==> src/rtl/morse_pkg.sv <==
// Shared definitions for the Morse receive controller.
//   state_t      : controller FSM states
//   ERR_*        : err_code values reported alongside the err pulse
//   MAX_SYMS     : longest letter (in symbols) the ROM interface can carry
//   is_decoding  : true while a finished letter is being looked up or held
package morse_pkg;

  typedef enum logic [2:0] {
    S_IDLE,
    S_MARK,
    S_SPACE,
    S_LOOKUP,
    S_CAPTURE,
    S_OUTPUT
  } state_t;

  localparam logic [1:0] ERR_NONE     = 2'b00;
  localparam logic [1:0] ERR_UNKNOWN  = 2'b01;
  localparam logic [1:0] ERR_OVERFLOW = 2'b10;
  localparam logic [1:0] ERR_OVERRUN  = 2'b11;

  localparam int unsigned MAX_SYMS = 4;

  function automatic logic is_decoding(input state_t s);
    return (s == S_LOOKUP) || (s == S_CAPTURE) || (s == S_OUTPUT);
  endfunction

endpackage

==> src/rtl/morse_sym_timer.sv <==
// Duration counter for key-down / key-up intervals.
//   clk, rst_n : clock, asynchronous active-low reset
//   clear      : synchronous clear (wins over en)
//   en         : count one unit this cycle
//   count      : elapsed units, saturating at all-ones
module morse_sym_timer #(
  parameter int CNT_W = 4
) (
  input  logic             clk,
  input  logic             rst_n,
  input  logic             clear,
  input  logic             en,
  output logic [CNT_W-1:0] count
);

  always_ff @(posedge clk or negedge rst_n) begin
    if (!rst_n) begin
      count <= '0;
    end else if (clear) begin
      count <= '0;
    end else if (en && (count != '1)) begin
      count <= count + CNT_W'(1);
    end
  end

endmodule

==> src/rtl/morse_rx_ctrl.sv <==
// Morse receive controller: times key-down/key-up intervals, assembles a
// dot/dash pattern, presents it to an external registered ROM and hands the
// decoded character to a valid/ready consumer.
//   clk, rst_n             : clock, asynchronous active-low reset
//   key_in                 : debounced key level, 1 = key down
//   tick                   : one-cycle time-unit enable
//   in_morse_bit, morse_in : symbol count / pattern to the ROM (LOOKUP only)
//   rom_out                : ROM result, one clk after presentation, 0 = no match
//   char_out, char_valid   : decoded character, held until char_ready
//   char_ready             : consumer accept
//   err, err_code          : one-cycle error pulse and its cause
module morse_rx_ctrl
  import morse_pkg::*;
#(
  parameter int DASH_UNITS = 2,
  parameter int GAP_UNITS  = 3,
  parameter int CNT_W      = 4
) (
  input  logic       clk,
  input  logic       rst_n,
  input  logic       key_in,
  input  logic       tick,
  output logic [2:0] in_morse_bit,
  output logic [3:0] morse_in,
  input  logic [6:0] rom_out,
  output logic [6:0] char_out,
  output logic       char_valid,
  input  logic       char_ready,
  output logic       err,
  output logic [1:0] err_code
);

  localparam logic [CNT_W-1:0] DASH_TH  = CNT_W'(DASH_UNITS);
  // The gap closes on the tick that brings the count to GAP_UNITS.
  localparam logic [CNT_W-1:0] GAP_LAST = CNT_W'(GAP_UNITS - 1);
  localparam logic [2:0]       SYM_MAX  = 3'(MAX_SYMS);

  state_t           state_q, state_d;
  logic [3:0]       pattern_q, pattern_d;
  logic [2:0]       nsym_q, nsym_d;
  logic             ovf_q, ovf_d;
  logic             ignore_q, ignore_d;
  logic [6:0]       char_out_d;
  logic             char_valid_d;
  logic             err_d;
  logic [1:0]       err_code_d;
  logic             tmr_clear;
  logic             tmr_en;
  logic [CNT_W-1:0] tmr_count;
  logic             gap_done;

  assign tmr_en   = tick && ((state_q == S_MARK) || (state_q == S_SPACE));
  assign gap_done = tick && (tmr_count >= GAP_LAST);

  morse_sym_timer #(
    .CNT_W (CNT_W)
  ) u_timer (
    .clk   (clk),
    .rst_n (rst_n),
    .clear (tmr_clear),
    .en    (tmr_en),
    .count (tmr_count)
  );

  always_ff @(posedge clk or negedge rst_n) begin
    if (!rst_n) begin
      state_q    <= S_IDLE;
      pattern_q  <= '0;
      nsym_q     <= '0;
      ovf_q      <= 1'b0;
      ignore_q   <= 1'b0;
      char_out   <= '0;
      char_valid <= 1'b0;
      err        <= 1'b0;
      err_code   <= ERR_NONE;
    end else begin
      state_q    <= state_d;
      pattern_q  <= pattern_d;
      nsym_q     <= nsym_d;
      ovf_q      <= ovf_d;
      ignore_q   <= ignore_d;
      char_out   <= char_out_d;
      char_valid <= char_valid_d;
      err        <= err_d;
      err_code   <= err_code_d;
    end
  end

  always_comb begin
    state_d      = state_q;
    pattern_d    = pattern_q;
    nsym_d       = nsym_q;
    ovf_d        = ovf_q;
    ignore_d     = ignore_q;
    char_out_d   = char_out;
    char_valid_d = char_valid;
    err_d        = 1'b0;
    err_code_d   = ERR_NONE;
    tmr_clear    = 1'b0;

    // A press that arrived while busy stays ignored until the key lifts.
    if (!key_in) begin
      ignore_d = 1'b0;
    end

    case (state_q)
      S_IDLE: begin
        if (key_in && !ignore_q) begin
          state_d   = S_MARK;
          tmr_clear = 1'b1;
        end
      end
      S_MARK: begin
        if (!key_in) begin
          state_d   = S_SPACE;
          tmr_clear = 1'b1;
          if (nsym_q == SYM_MAX) begin
            // Report the overflow once per letter; the letter is dropped at its gap.
            if (!ovf_q) begin
              err_d      = 1'b1;
              err_code_d = ERR_OVERFLOW;
            end
            ovf_d = 1'b1;
          end else begin
            pattern_d = {pattern_q[2:0], (tmr_count >= DASH_TH)};
            nsym_d    = nsym_q + 3'd1;
          end
        end
      end
      S_SPACE: begin
        if (key_in) begin
          state_d   = S_MARK;
          tmr_clear = 1'b1;
        end else if (gap_done) begin
          state_d = ovf_q ? S_IDLE : S_LOOKUP;
        end
      end
      S_LOOKUP: begin
        state_d = S_CAPTURE;
      end
      S_CAPTURE: begin
        if (rom_out != '0) begin
          char_out_d   = rom_out;
          char_valid_d = 1'b1;
          state_d      = S_OUTPUT;
        end else begin
          err_d      = 1'b1;
          err_code_d = ERR_UNKNOWN;
          state_d    = S_IDLE;
        end
      end
      S_OUTPUT: begin
        if (char_ready) begin
          char_valid_d = 1'b0;
          state_d      = S_IDLE;
        end
      end
      default: begin
        state_d = S_IDLE;
      end
    endcase

    // Overrun: a decode error reported in the same cycle takes the pulse,
    // but the press is still marked as ignored.
    if (is_decoding(state_q) && key_in && !ignore_q) begin
      ignore_d = 1'b1;
      if (!err_d) begin
        err_d      = 1'b1;
        err_code_d = ERR_OVERRUN;
      end
    end

    if (state_d == S_IDLE) begin
      pattern_d = '0;
      nsym_d    = '0;
      ovf_d     = 1'b0;
    end
  end

  always_comb begin
    in_morse_bit = '0;
    morse_in     = '0;
    if (state_q == S_LOOKUP) begin
      in_morse_bit = nsym_q;
      morse_in     = pattern_q;
    end
  end

endmodule
==> config.mk <==
export PLATFORM = sky130hd
export DESIGN_NAME = morse_rx_ctrl
export DESIGN_NICKNAME = d
export VERILOG_FILES = /design/src/rtl/morse_pkg.sv /design/src/rtl/morse_sym_timer.sv /design/src/rtl/morse_rx_ctrl.sv
export SDC_FILE = /design/constraint.sdc
export NUM_CORES = 1
export LEC_CHECK = 0
export CORE_MARGIN = 2
export CORE_UTILIZATION = 50
export DETAILED_ROUTE_END_ITERATION = 7
export GPL_TIMING_DRIVEN = 0
export PLACE_DENSITY = 0.78
export SYNTH_ARGS = -nofsm -noshare
export SYNTH_HDL_FRONTEND = slang
export SYNTH_SLANG_ARGS = --single-unit
==> constraint.sdc <==
create_clock -name clk -period 2.3 [get_ports clk]
set_clock_uncertainty 0.1 [all_clocks]
set_input_delay 0.46 -clock clk [delete_from_list [all_inputs] [get_ports clk]]
set_output_delay 0.46 -clock clk [all_outputs]
set_load 0.03 [all_outputs]
==> results.ini <==
[status]
status=completed

[detailed_routing]
vias=1073
firstDrtPassIters=6
finalWirelength_microns=2880
avgViaCountPerCell=5.560
drtIter0Drc=47
wire_per_inst_microns=14.92
ant_nets=0
route.detailed.drc=0

[floorplanning]
start_util=0.5208
chipWidth_microns=57.37
fp.coreArea_sq_mm=0.002734
fp.dieH_microns=57.37
die-area_sq_mm=0.003291
pin_count=30
rows=19

[sta]
max-slew-margin-rel=0.2158
rsz0062_at_grt=false
setup_viol_count_final=0
final_max_slew_viol_count=0
hold_violations=0
final.setup.tns_ns=0
tightest_slew_ns=1.173
fmax_mhz=444.6
fin_crit_sh=0.9779
period_minus_slack_ns=2.249

[clock_tree]
cts_root_buf=clkbuf_4
tritoncts=built
insertion_delay_ns=0.32
clock-sinks=27
clk_pin_slew_worst_paths_ns=0.14
cts_made_buffers=3
post-cts-setup-buffers=0
cts_max_path_buffers=2
htreeDepth=1
holdBufCountCts=0

[placement]
place_congestion=0.8058
hpwlAfterDp_microns=2192
dp.cells=191
io_buffers=28

[power_and_ir_drop]
power_switching_uw=802.7
powerDensity_mw_per_mm2=1089
switching_share=0.4135
combPwrFrac=0.517
p_seq_frac=0.379
p_leak_nw=0.8245
vdd_drop_max_mv=0.9137
internal_power_mw=1.138
p_total_mw=1.941
clock_power_share=0.105

[grt]
grt_pass1_vias=1084
grt_overflow_total=0
grt_pass1_wl_microns=4643
grt_antenna_before_repair=0
gr-usage-all-layers=0.1760
grt_start_max_net_pins=28

[setup_path]
worstPathMaxFanout=7
crit_type=in -> reg
cp_num_buf_inv=1
crit_top_cell=or4_4
cp_slowest_stage_delay_ns=0.51
worstPathArrival_ns=2.37
crit_family=simple AND/OR/NAND/NOR gates
start_kind=primary input
end_kind=flop
required_ns=2.42
slowest_stage=or4_4
path_cells=clkdlybuf4s50_1, or4_4, or4_4, nor3b_4, mux2_4

[synthesis]
netlist.area_leader.share=0.4745
ys_types=36
yosys_warnings=0
synth_seq_area_share=0.4745
yosysTopAreaCell=dfrtp_1
synth_area_per_cell_sq_um=10.79
synthesis.area_sq_mm=0.001424
async_flop_share=1.000
synth_edf_count=0
ys_top_cells_by_area=dfrtp_1, mux2_4, mux2i_1, a21oi_1, ha_1
syn_nets=148
synthCells=132
synth_flop_cell=dfrtp_1
synth_seq_cells=27

[min_path]
min_path_type=in -> reg

[layout]
multi_input_area_sq_um=710.7
fillers=218
ff_latch_area_sq_um=676.9
layout-drive-gt1-share=0.1481
fin_nets=179
fin_cells=193
area_growth_pct=25.22
final_cell_mix=dfrtp_1, clkdlybuf4s50_1, a21oi_1, nand2_1
final_common_cell=dfrtp_1
antenna_cells=0

[job]
maxCapViolations=0

-- cell type report --
class / instances / share of cell area
multi-input cells: 95 / 0.3986
flip-flops and latches: 27 / 0.3796
repair buffers: 28 / 0.1635
well taps: 31 / 0.02175
clock buffers: 4 / 0.01474
plain buffers: 3 / 0.01123
inverters: 5 / 0.01053
-- worst paths after layout --
check / from / endpoint / slack [ns] / depth (start not counted)
min in group asynchronous: rst_n / ovf_q / 0.64 / 1
min: rom_out[2] / char_out[2] / 0.32 / 2
max reg2reg: u_timer.count[0] / ovf_q / 0.20 / 6
max in group asynchronous: rst_n / state_q[1] / 0.68 / 1
min reg2reg: char_out[2] / char_out[2] / 0.43 / 1
max: rom_out[6] / char_out[6] / 0.05 / 5
-- flip-flops by register name, summed over array words and instances (netlist names) --
signal         count
char_out           7
pattern_q          4
u_timer.count      4
nsym_q             3
state_q            3
err_code           2
char_valid         1
err                1
ignore_q           1
ovf_q              1
-- logic make-up (layout without fill, tap and decap cells) --
logic type | Yosys count | count (layout) | share of synthesized area
adders and majority gates | 4 | 4 | 0.03515
buffers and inverters | 10 | 40 | 0.03163
DFF | 27 | 27 | 0.4745
AOI/OAI and AO/OA | 22 | 22 | 0.09315
and+or+nand+nor | 51 | 51 | 0.2188
muxes | 13 | 13 | 0.1160
xor gates and xnor gates | 5 | 5 | 0.03076
-- synth_stat cells, drive strengths merged (3+ instances only) --
| library cell | n |
|---|---|
| mux2i | 6 |
| and2 | 5 |
| o21ai | 3 |
| xor2 | 3 |
| mux2 | 7 |
| inv | 5 |
| nor2b | 3 |
| nand2b | 3 |
| dfrtp | 27 |
| nor2 | 5 |
| ha | 4 |
| nor3 | 3 |
| clkbuf | 4 |
| a21oi | 10 |
| nor3b | 3 |
| nand2 | 8 |
| or4 | 4 |
| nand3 | 7 |
-- stage by stage --
stage                     area [sq um]    util  hold WS (ns)  worst slack (ns)
final                             1783  0.6522        0.3214           0.05091
after CTS                         1773  0.6485        0.4136          0.005127
after detailed placement          1743  0.6375        0.3936           -0.3414
after global placement            1743  0.6375        0.3864           -0.3158
after global routing              1783  0.6522        0.3217          0.007470
after floorplan                   1424       -       0.06441            0.1687
-- layer usage --
layer	vias up	GRT usage	part of all wire
met3	2	0.02041	0.025
met1	524	0.2300	0.45
met4	0	0.05316	0.0021
met2	19	0.3052	0.52
li1	528	-	-
met5	-	0	0
-- power by group through the flow --
stage | Combinational (mW) | Clock [mW] | Sequential (mW)
after floorplan | 0.538 | 0 | 0.879
after global placement | 0.996 | 0 | 0.718
after detailed placement | 1.02 | 0 | 0.726
after CTS | 1.01 | 0.209 | 0.735
after global routing | 1.08 | 0.225 | 0.754
final | 1.00 | 0.203 | 0.735
-- what timing repair did --
| item | 4_1_cts | 5_1_grt |
|---|---|---|
| pin swaps | 0 | 1 |
| setup endpoints to repair | 7 | 17 |
| gates resized for setup | 19 | 6 |
(Power assumes the default switching activity.)
